**config.mk**
```make
export PLATFORM = sky130hd
export DESIGN_NAME = io_bus_arbiter
export DESIGN_NICKNAME = d
export VERILOG_FILES = /design/src/rtl/io_bus_arbiter_pkg.sv /design/src/rtl/io_bus_arbiter.sv
export SDC_FILE = /design/constraint.sdc
export NUM_CORES = 1
export LEC_CHECK = 0
export CORE_MARGIN = 1
export CORE_UTILIZATION = 40
export CTS_BUF_LIST = sky130_fd_sc_hd__clkbuf_4 sky130_fd_sc_hd__clkbuf_8 sky130_fd_sc_hd__clkbuf_16
export DETAILED_ROUTE_END_ITERATION = 7
export PLACE_DENSITY = 0.82
export SLEW_MARGIN = 20
export SYNTH_ARGS = -nofsm -noshare
export SYNTH_HDL_FRONTEND = slang
export SYNTH_SLANG_ARGS = --single-unit
```
**constraint.sdc**
```tcl
create_clock -name clk -period 1.9 [get_ports clk]
set_input_delay 0.285 -clock clk [delete_from_list [all_inputs] [get_ports clk]]
set_output_delay 0.285 -clock clk [all_outputs]
set_load 0.03 [all_outputs]
```
**src/rtl/io_bus_arbiter_pkg.sv**
```systemverilog
// io_bus_arbiter_pkg: shared widths, FSM encoding and round-robin picker for the I/O bus arbiter.
package io_bus_arbiter_pkg;
  localparam int IO_ADDR_WIDTH = 32;
  localparam int IO_DATA_WIDTH = 32;
  localparam int IOARB_TIMEOUT = 16;
  typedef enum logic [1:0] {
    IOARB_IDLE   = 2'd0,
    IOARB_ACCESS = 2'd1,
    IOARB_RESP   = 2'd2
  } ioarb_state_e;
  // Contested requests go to whoever was not served last.
  function automatic logic rr_pick(input logic [1:0] req, input logic last_gnt);
    return (&req) ? ~last_gnt : req[1];
  endfunction
endpackage

```
**src/rtl/io_bus_arbiter.sv**
```systemverilog
// io_bus_arbiter: two-way round-robin sequencer for the peripheral I/O bus, one
// transaction at a time with a bounded ready timeout.
module io_bus_arbiter
  import io_bus_arbiter_pkg::*;
#(
  parameter int ADDR_WIDTH     = IO_ADDR_WIDTH,
  parameter int DATA_WIDTH     = IO_DATA_WIDTH,
  parameter int TIMEOUT_CYCLES = IOARB_TIMEOUT
) (
  input  logic                  clk,
  input  logic                  rst_n,
  input  logic [1:0]            req,
  input  logic [1:0]            we,
  input  logic [ADDR_WIDTH-1:0] addr0,
  input  logic [ADDR_WIDTH-1:0] addr1,
  input  logic [DATA_WIDTH-1:0] wdata0,
  input  logic [DATA_WIDTH-1:0] wdata1,
  output logic [1:0]            done,
  output logic                  err,
  output logic [DATA_WIDTH-1:0] rdata,
  output logic                  bus_read,
  output logic                  bus_write,
  output logic [ADDR_WIDTH-1:0] bus_addr,
  output logic [DATA_WIDTH-1:0] bus_wdata,
  input  logic [DATA_WIDTH-1:0] bus_rdata,
  input  logic                  bus_ready
);
  localparam int CW = (TIMEOUT_CYCLES > 1) ? $clog2(TIMEOUT_CYCLES) : 1;
  localparam logic [CW-1:0] CNT_MAX = CW'(TIMEOUT_CYCLES - 1);
  ioarb_state_e          state_q;
  logic [CW-1:0]         cnt_q;
  logic                  gnt_q, last_gnt_q, we_q, err_q, rd_q, wr_q, gnt_d;
  logic [1:0]            done_q;
  logic [ADDR_WIDTH-1:0] addr_q;
  logic [DATA_WIDTH-1:0] wdata_q, rdata_q;
  assign gnt_d     = rr_pick(req, last_gnt_q);
  assign done      = done_q;
  assign err       = err_q;
  assign rdata     = rdata_q;
  assign bus_read  = rd_q;
  assign bus_write = wr_q;
  assign bus_addr  = addr_q;
  assign bus_wdata = wdata_q;
  always_ff @(posedge clk or negedge rst_n) begin
    if (!rst_n) begin
      state_q    <= IOARB_IDLE;
      cnt_q      <= '0;
      gnt_q      <= 1'b0;
      last_gnt_q <= 1'b1;
      we_q       <= 1'b0;
      err_q      <= 1'b0;
      rd_q       <= 1'b0;
      wr_q       <= 1'b0;
      done_q     <= 2'b00;
      addr_q     <= '0;
      wdata_q    <= '0;
      rdata_q    <= '0;
    end else begin
      case (state_q)
        IOARB_IDLE: if (|req) begin
          gnt_q   <= gnt_d;
          we_q    <= we[gnt_d];
          addr_q  <= gnt_d ? addr1 : addr0;
          wdata_q <= gnt_d ? wdata1 : wdata0;
          rd_q    <= ~we[gnt_d];
          wr_q    <= we[gnt_d];
          cnt_q   <= '0;
          state_q <= IOARB_ACCESS;
        end
        IOARB_ACCESS: if (bus_ready || cnt_q == CNT_MAX) begin
          // Ready on the final count still counts as success.
          err_q   <= ~bus_ready;
          rdata_q <= !bus_ready ? '0 : we_q ? rdata_q : bus_rdata;
          rd_q    <= 1'b0;
          wr_q    <= 1'b0;
          done_q  <= {gnt_q, ~gnt_q};
          state_q <= IOARB_RESP;
        end else begin
          cnt_q <= cnt_q + CW'(1);
        end
        IOARB_RESP: begin
          done_q     <= 2'b00;
          last_gnt_q <= gnt_q;
          state_q    <= IOARB_IDLE;
        end
        default: state_q <= IOARB_IDLE;
      endcase
    end
  end
endmodule

```
==> metrics.txt, run 1 <==
Post-DP Area=0.00793 mm2; core area=0.0121 mm2; Max Fanout on Critical Path=3; Pins Over Slew Limit=0; H-Tree Depth=3; Final Setup Violations=0; Bufs and invs on worst path=1; Synth area leaders=dfrtp_1 (54%), mux2i_1 (13%), a22o_1 (11%); final WL=14.6 mm; Reg clk slew, reported paths=0.07 ns; Pwr Density=1700 mW/mm2; vias in the first global route=4709; clk_lat worst skew=0.33 ns; Worst EP arrival=1.43 ns; post-CTS repair timing setup buffer count=0; I/O pin count=268; I/O Buffers=267; Seq/Total Area, Yosys=55.0%; clock tree from TritonCTS=done; RD Place Congestion=0.774; clock buffer depth=2; DIE AREA=0.0130 mm2; Critical Path, Cell by Cell=clkdlybuf4s50_1; Max Fclk=0.582 GHz; crit-path leading delay family=buffers and inverters; crit end category=primary output; drc violations=0; Cell Count, Final, Fillers Out=883; routed len/inst=16.6 um; Initial Utilization=41.3%; synthesized area per cell=11.1 um2; Clock Skew=0.00802 ns; vias per inst=5.15; Synth area leader=dfrtp_1; DP HPWL=11.0 mm; worst slew pin tran=0.728 ns; Hold Fails Final Rpt=0; first-pass GRT wire length=23.3 mm; grt total ovfl=0; CTS sink cnt=110; RSZ-0062 raised after global routing=no; Syn-to-layout area delta=65.0%; initial antenna violation count=0; hold crit path type=in2async; status=finished clean; Max Cap Viol=0; total chip power=0.0141 W; Startpoint Class=flop; CTS Buf Count=9; VDD IR max=0.868 mV; antenna cell count=0; CP max-delay cell=clkdlybuf4s50_1; initial drt markers=335; commonest cells after routing, fill and taps aside=clkdlybuf4s50_1 (266), dfrtp_1 (109), nand2_1 (74); reg2reg setup slack=0.28 ns; Netlist Area Pre-Place=0.00501 mm2; Leak=3.57 nW; minimum clock period after layout=1.72 ns; total track usage=22.8%; Tcrit/Tclk final=90.4%; die height=114 um; TritonRoute pass-1 iters=4; Inst Count DP=866; hold_ws=0.458 ns; largest net degree at the start of global routing=70; top-area cell type share of the netlist area=54.5%; proportion of layout cells with a drive suffix above 1=6.01%; # rows=40; CP max stage delay=0.70 ns; Warnings, synthesis=0; Final Cell Area=0.00826 mm2; setup_tns=0 ns; post-synthesis net count=619; Die W=114 um; Yosys cell types=34; synthesized flop and latch total=110; slew margin rel.=51.4%; Crit Path Category=reg2out; DR vias=4547; commonest non-fill, non-tap cell in the layout=clkdlybuf4s50_1; Root Driver=clkbuf_16; Req. time, crit path=1.62 ns; nets=878; antenna viol nets, final=0; synthesized netlist cell count=451
-- final timing paths --
kind,end,depth (start not counted),start
worst max-delay path,rdata[29],1,rdata[29]$_DFFE_PN0P_
worst min-delay path,rdata[6]$_DFFE_PN0P_,2,rst_n
worst max register to register,rdata[25]$_DFFE_PN0P_,4,state_q[1]$_DFFE_PN0P_
worst min register to register,bus_addr[14]$_DFFE_PN0P_,2,bus_addr[14]$_DFFE_PN0P_
max in group asynchronous,last_gnt_q$_DFFE_PN1P_,3,rst_n
min in group clk,bus_addr[14]$_DFFE_PN0P_,2,bus_addr[14]$_DFFE_PN0P_
-- metal layers --
metal	wire [um]	share of wire (%)	up-vias	track usage (%)
li1	-	-	2156	-
met1	5790	40	2179	27.0
met2	7420	51	188	40.2
met3	1110	7.6	24	6.16
met4	298	2.0	0	7.71
met5	0	0	-	0
-- cell type report --
| type | instances | area [um2] |
|---|---|---|
| clock buffers | 13 | 274 |
| clock inverters | 3 | 42.5 |
| fillers | 961 | 3850 |
| inverters | 1 | 3.75 |
| multi-input cells | 303 | 2080 |
| flip-flops and latches | 110 | 2750 |
| well taps | 168 | 210 |
| repair buffers | 285 | 2900 |
-- through the flow --
| stage | utilization, % | worst slack, ns |
|---|---|---|
| 2_1_floorplan | - | 0.509 |
| 3_3_place_gp | 65.5 | 0.0310 |
| 3_5_place_dp | 65.5 | -0.0439 |
| 4_1_cts | 68.2 | 0.173 |
| 5_1_grt | 68.2 | 0.143 |
| 6_report | 68.2 | 0.183 |
-- report_power, final --
group	total, W	leakage [nW]	internal (W)	switching (W)
Combinational	0.00782	2.09	0.00350	0.00432
Clock	0.00195	0.155	0.00114	0.000806
Sequential	0.00429	1.33	0.00350	0.000783
Total	0.0141	3.57	0.00815	0.00591
-- cells by family (layout without fill, tap and decap cells) --
logic type	count (synthesis)	count (layout)	synth area share (%)
flops	110	110	55.0
fa+ha+maj	1	1	0.250
compound gates	146	146	20.4
simple gates	89	89	7.15
buf+inv	38	302	3.80
mux	67	67	13.4
-- state kept, by name, summed over array words and instances, names as in the netlist --
signal,cells
rdata,32
gnt_q,1
bus_addr,32
cnt_q,4
state_q,2
bus_read,1
err,1
done,2
we_q,1
bus_wdata,32
last_gnt_q,1
bus_write,1
-- Yosys cell counts --
cell type	count
a21boi_2	1
a21oi_1	3
a22o_1	64
a311oi_2	1
a31o_2	2
a31oi_1	2
a32oi_1	1
and3_1	1
buf_2	14
buf_4	6
buf_6	1
clkbuf_1	16
dfrtp_1	109
dfstp_2	1
ha_1	1
inv_1	1
mux2_2	1
mux2i_1	66
nand2_1	74
nand2_2	1
nand2b_1	1
nand3_1	4
nor2_1	3
nor2_2	1
nor2b_1	2
nor3_1	1
nor4_1	1
o211ai_1	2
o21a_1	1
o21ai_0	26
o21ai_1	39
o21ai_2	1
o311ai_0	1
o31ai_1	2
-- repair_timing --
item                       CTS  global route
hold endpoints to repair    32             0
gates resized for setup      1             0
hold buffers                 1             0
setup endpoints to repair   32             0
Note: power is estimated with default switching activity, not from simulation.
==> run 2: changes to the inputs <==
==> constraint.sdc (replaced) <==
create_clock -name clk -period 1.7 [get_ports clk]
set_input_delay 0.255 -clock clk [delete_from_list [all_inputs] [get_ports clk]]
set_output_delay 0.255 -clock clk [all_outputs]
set_load 0.03 [all_outputs]
==> run 2 against run 1 <==
Compared with the run above:
- sequential power is 11% higher
- via count increased by 0.73%
- clock power about the same
- flip-flop and latch count unchanged
- sequential share of layout area down 0.33 points
- die area unchanged
- critical path type unchanged
- critical endpoint is now rdata[25]
==> metrics.txt, run 2 (synthesized netlist as in run 1, its figures left out) <==
crit-path leading delay family=buffers and inverters; commonest non-fill, non-tap cell in the layout=clkdlybuf4s50_1; Syn-to-layout area delta=66.7%; Worst EP arrival=1.41 ns; core area=0.0121 mm2; vias per inst=5.15; Hold Fails Final Rpt=0; DIE AREA=0.0130 mm2; I/O pin count=268; status=finished clean; Max Fclk=0.599 GHz; Crit Path Category=reg2out; Initial Utilization=41.3%; largest net degree at the start of global routing=68; hold crit path type=in2async; grt total ovfl=0; initial drt markers=344; routed len/inst=16.0 um; Final Setup Violations=0; # rows=40; die height=114 um; Pwr Density=1870 mW/mm2; Post-DP Area=0.00801 mm2; Startpoint Class=flop; Die W=114 um; VDD IR max=0.934 mV; I/O Buffers=267; CTS Buf Count=9; Bufs and invs on worst path=1; DR vias=4580; total track usage=21.9%; clock buffer depth=2; RD Place Congestion=0.783; fill cell count=931; proportion of layout cells with a drive suffix above 1=6.93%; commonest cells after routing, fill and taps aside=clkdlybuf4s50_1 (251), dfrtp_1 (109), nand2_1 (74); CP max-delay cell=clkdlybuf4s50_1; antenna viol nets, final=0; Max Fanout on Critical Path=3; vias in the first global route=4453; first-pass GRT wire length=22.4 mm; Tcrit/Tclk final=98.2%; Clock Skew=0.0108 ns; initial antenna violation count=0; Pins Over Slew Limit=0; slew margin rel.=51.0%; Max Cap Viol=0; H-Tree Depth=3; CP max stage delay=0.70 ns; clk_lat worst skew=0.34 ns; antenna cell count=0; DP HPWL=10.8 mm; Req. time, crit path=1.44 ns; TritonRoute pass-1 iters=4; Final Cell Area=0.00835 mm2; Root Driver=clkbuf_16; Leak=3.73 nW; Critical Path, Cell by Cell=clkdlybuf4s50_1; crit end category=primary output; worst slew pin tran=0.733 ns; clock tree from TritonCTS=done; post-CTS repair timing setup buffer count=0; final WL=14.2 mm; minimum clock period after layout=1.67 ns; Reg clk slew, reported paths=0.07 ns; total chip power=0.0156 W; R2R Path Start=state_q[1]$_DFFE_PN0P_; Worst setup startpoint=rdata[25]$_DFFE_PN0P_; drc violations=0; nets=884; CTS sink cnt=110
[run 2: cell count changes in the layout (fill, tap and decap cells not counted)]
cell             previous run  this run
a31oi_1                     2         1
a31oi_2                     0         1
buf_12                      7        10
buf_4                      11        14
bufinv_16                   1         0
clkbuf_4                    1         2
clkbuf_8                    3         0
clkdlybuf4s50_1           266       251
clkinv_4                    0         1
clkinvlp_4                  1         3
dlygate4sd2_1               0         1
dlymetal6s2s_1              0        14
[run 2: area by class of cell]
class	count	area (um2)	area share (%)
clock buffers	11	240	2.88
clock inverters	5	36.3	0.435
well taps	168	210	2.52
flip-flops and latches	110	2750	33.0
repair buffers	291	3010	36.1
inverters	1	3.75	0.0450
multi-input cells	303	2090	25.0
[run 2: per-layer routing]
layer	global-route usage (%)	wire, um	vias to the layer above
met5	0	0	-
met1	26.9	5670	2190
met2	37.6	7140	198
met4	8.05	343	0
met3	5.31	1070	24
li1	-	-	2168
[run 2: path summary, 6_finish.rpt]
check                                                 to  slack, ns  cells past startpoint
worst max-delay path                           rdata[25]       0.03                      1
worst min-delay path                rdata[0]$_DFFE_PN0P_       0.26                      2
worst max register to register     rdata[25]$_DFFE_PN0P_       0.12                      4
min in group clk                bus_addr[16]$_DFFE_PN0P_       0.48                      2
worst min register to register  bus_addr[16]$_DFFE_PN0P_       0.48                      2
max in group asynchronous         last_gnt_q$_DFFE_PN1P_       0.86                      3
[run 2: repair_timing]
action | in CTS | in global routing
setup endpoints to repair | 33 | 15
hold endpoints to repair | 109 | 0
hold buffers | 1 | 0
resized for setup | 2 | 15
[run 2: power breakdown]
| part | internal [W] | switching, W |
|---|---|---|
| sequential | 0.00391 | 0.000847 |
| combinational | 0.00404 | 0.00486 |
| clock | 0.00103 | 0.000939 |
| total | 0.00898 | 0.00664 |
[run 2: stage by stage]
step | setup slack, ns | cells | hold slack [ns] | util [%] | TNS, ns
after global placement | -0.149 | 872 | 0.0629 | 66.2 | -5.24
after global routing | -0.00191 | 889 | 0.253 | 68.9 | -0.00199
after detailed placement | -0.251 | 872 | 0.0631 | 66.2 | -10.07
after CTS | 0.00203 | 889 | 0.254 | 68.6 | 0
after floorplan | 0.309 | 451 | -0.0406 | - | 0
final | 0.0310 | 889 | 0.258 | 68.9 | 0
==> run 3: changes to the inputs <==
--- a/config.mk
+++ b/config.mk
@@ -5,7 +5,7 @@
 export SDC_FILE = /design/constraint.sdc
 export NUM_CORES = 1
 export LEC_CHECK = 0
-export CORE_MARGIN = 1
+export CORE_MARGIN = 5
 export CORE_UTILIZATION = 40
 export CTS_BUF_LIST = sky130_fd_sc_hd__clkbuf_4 sky130_fd_sc_hd__clkbuf_8 sky130_fd_sc_hd__clkbuf_16
 export DETAILED_ROUTE_END_ITERATION = 7
==> run 3 against run 2 <==
Compared with the run above:
- fmax down 0.52%
- routed wire length up 11%
- critical path depth unchanged
- die area up 15%
- first-iteration DRC count down 32%
- worst hold slack better by 0.066 ns
- global-route usage down 0.85 points
- sequential share of layout area down 0.45 points
- via count about the same
==> metrics.txt, run 3 (synthesized netlist as in run 1, its figures left out) <==
Clock Skew=0.00724 ns; Bufs and invs on worst path=1; Power Internal=0.00921 W; Place WS=-0.130 ns; Tcrit/Tclk final=98.7%; I/O pin count=268; Inst Count DP=875; status=finished clean; die height=122 um; Pwr Density=1890 mW/mm2; TritonRoute pass-1 iters=4; final WL=15.8 mm; hold crit path type=in2async; Max Fanout on Critical Path=3; DR vias=4582; commonest non-fill, non-tap cell in the layout=clkdlybuf4s50_1; Hold Fails Final Rpt=0; worst slew pin tran=0.474 ns; Syn-to-layout area delta=69.0%; routed len/inst=17.8 um; Leak=4.00 nW; CTS Buf Count=9; Worst EP arrival=1.42 ns; drc violations=0; largest net degree at the start of global routing=69; antenna viol nets, final=0; vias in the first global route=4849; post-CTS repair timing setup buffer count=0; initial drt markers=233; CTS sink cnt=110; P_sw=0.00674 W; slew margin rel.=68.3%; H-Tree Depth=3; DIE AREA=0.0149 mm2; Pins Over Slew Limit=0; multi-input logic area=0.00208 mm2; Startpoint Class=flop; I/O Buffers=267; clock buffer depth=2; CP max-delay cell=clkdlybuf4s50_1; proportion of layout cells with a drive suffix above 1=7.18%; VDD IR max=0.866 mV; hold_ws=0.324 ns; Reg clk slew, reported paths=0.07 ns; total track usage=21.1%; nets=887; Cell Count, Final, Fillers Out=892; first-pass GRT wire length=24.7 mm; Crit Path Category=reg2out; Critical Path, Cell by Cell=clkdlybuf4s50_1; crit-path leading delay family=buffers and inverters; Reg area=0.00275 mm2; fill cell count=878; antenna cell count=0; Max Fclk=0.596 GHz; Gate power share=56.1%; fin worst setup slack=0.0223 ns; minimum clock period after layout=1.68 ns; DP HPWL=12.1 mm; CP max stage delay=0.69 ns; Die W=122 um; commonest cells after routing, fill and taps aside=clkdlybuf4s50_1 (224), dfrtp_1 (109), nand2_1 (74); Root Driver=clkbuf_16; clk_lat worst skew=0.35 ns; # rows=40; switching portion of total power=42.3%; vias per inst=5.14; core area=0.0122 mm2; Initial Utilization=41.2%; Max Cap Viol=0; grt total ovfl=0; RD Place Congestion=0.783; clock tree from TritonCTS=done; initial antenna violation count=1; Final Setup Violations=0; Req. time, crit path=1.44 ns; Clock power frac=14.3%; power share of the sequential group=29.6%; crit end category=primary output
==> run 3: cell count changes in the layout (fill, tap and decap cells not counted), sizes merged <==
cell / delta
buf: +3
bufinv: +2
clkbuf: -1
clkdlybuf4s50: -27
clkinv: +1
clkinvlp: -2
dlygate4sd2: +3
dlymetal6s2s: +24
==> run 3: power by group through the flow <==
| stage | Clock (W) | Combinational (W) | Sequential, W |
|---|---|---|---|
| after CTS | 0.00233 | 0.00910 | 0.00475 |
| after global routing | 0.00246 | 0.00953 | 0.00489 |
| after floorplan | 0 | 0.00279 | 0.00705 |
| after detailed placement | 0 | 0.00907 | 0.00478 |
| final | 0.00228 | 0.00895 | 0.00472 |
| after global placement | 0 | 0.00891 | 0.00470 |
==> run 3: worst register-to-register path: cells and delay by family, from the launching register on <==
kind | cells | cell delay, ns
AND/OR/NAND/NOR | 2 | 0.33
buffers and inverters | 3 | 0.50
flip-flops | 1 | 0.40
AO/OA/AOI/OAI | 2 | 0.22
==> run 3: worst paths after layout <==
check	endpoint	depth (start not counted)	start	slack [ns]
setup reg to reg	bus_wdata[24]$_DFFE_PN0P_	7	state_q[0]$_DFFE_PN0P_	0.13
min in group clk	bus_addr[12]$_DFFE_PN0P_	2	bus_addr[12]$_DFFE_PN0P_	0.48
setup / recovery	rdata[24]	1	rdata[24]$_DFFE_PN0P_	0.02
hold / removal	rdata[23]$_DFFE_PN0P_	2	rst_n	0.32
hold reg to reg	bus_addr[12]$_DFFE_PN0P_	2	bus_addr[12]$_DFFE_PN0P_	0.48
max in group asynchronous	last_gnt_q$_DFFE_PN1P_	3	rst_n	0.75
==> run 3: layout make-up <==
class / instances / share of cell area [%]
clock buffers: 10 / 2.75
clock inverters: 6 / 1.02
inverters: 1 / 0.0444
multi-input cells: 303 / 24.6
flip-flops and latches: 110 / 32.5
well taps: 168 / 2.48
repair buffers: 294 / 36.5
==> run 3: layer usage <==
layer / share of wire, % / track usage (%)
met5: 0.044 / 0
met2: 51 / 36.5
met4: 2.0 / 7.07
met1: 38 / 24.7
met3: 9.0 / 6.82
==> run 3: timing repair <==
item | in CTS | in global routing
hold endpoints to repair | 16 | 0
pin swaps | 0 | 0
hold buffers | 1 | 0
gates cloned | 0 | 0
gates resized for setup | 5 | 38
endpoints found under the setup margin | 20 | 38
==> run 3: metrics by stage <==
step           util (%)  setup TNS (ns)  power [W]  cell area (um2)
2_1_floorplan         -               0    0.00984             5010
5_1_grt            69.6       -0.000674     0.0169             8460
4_1_cts            68.8               0     0.0162             8370
3_5_place_dp       66.1           -4.60     0.0139             8040
6_report           69.6               0     0.0159             8460
3_3_place_gp       66.1           -1.94     0.0136             8040
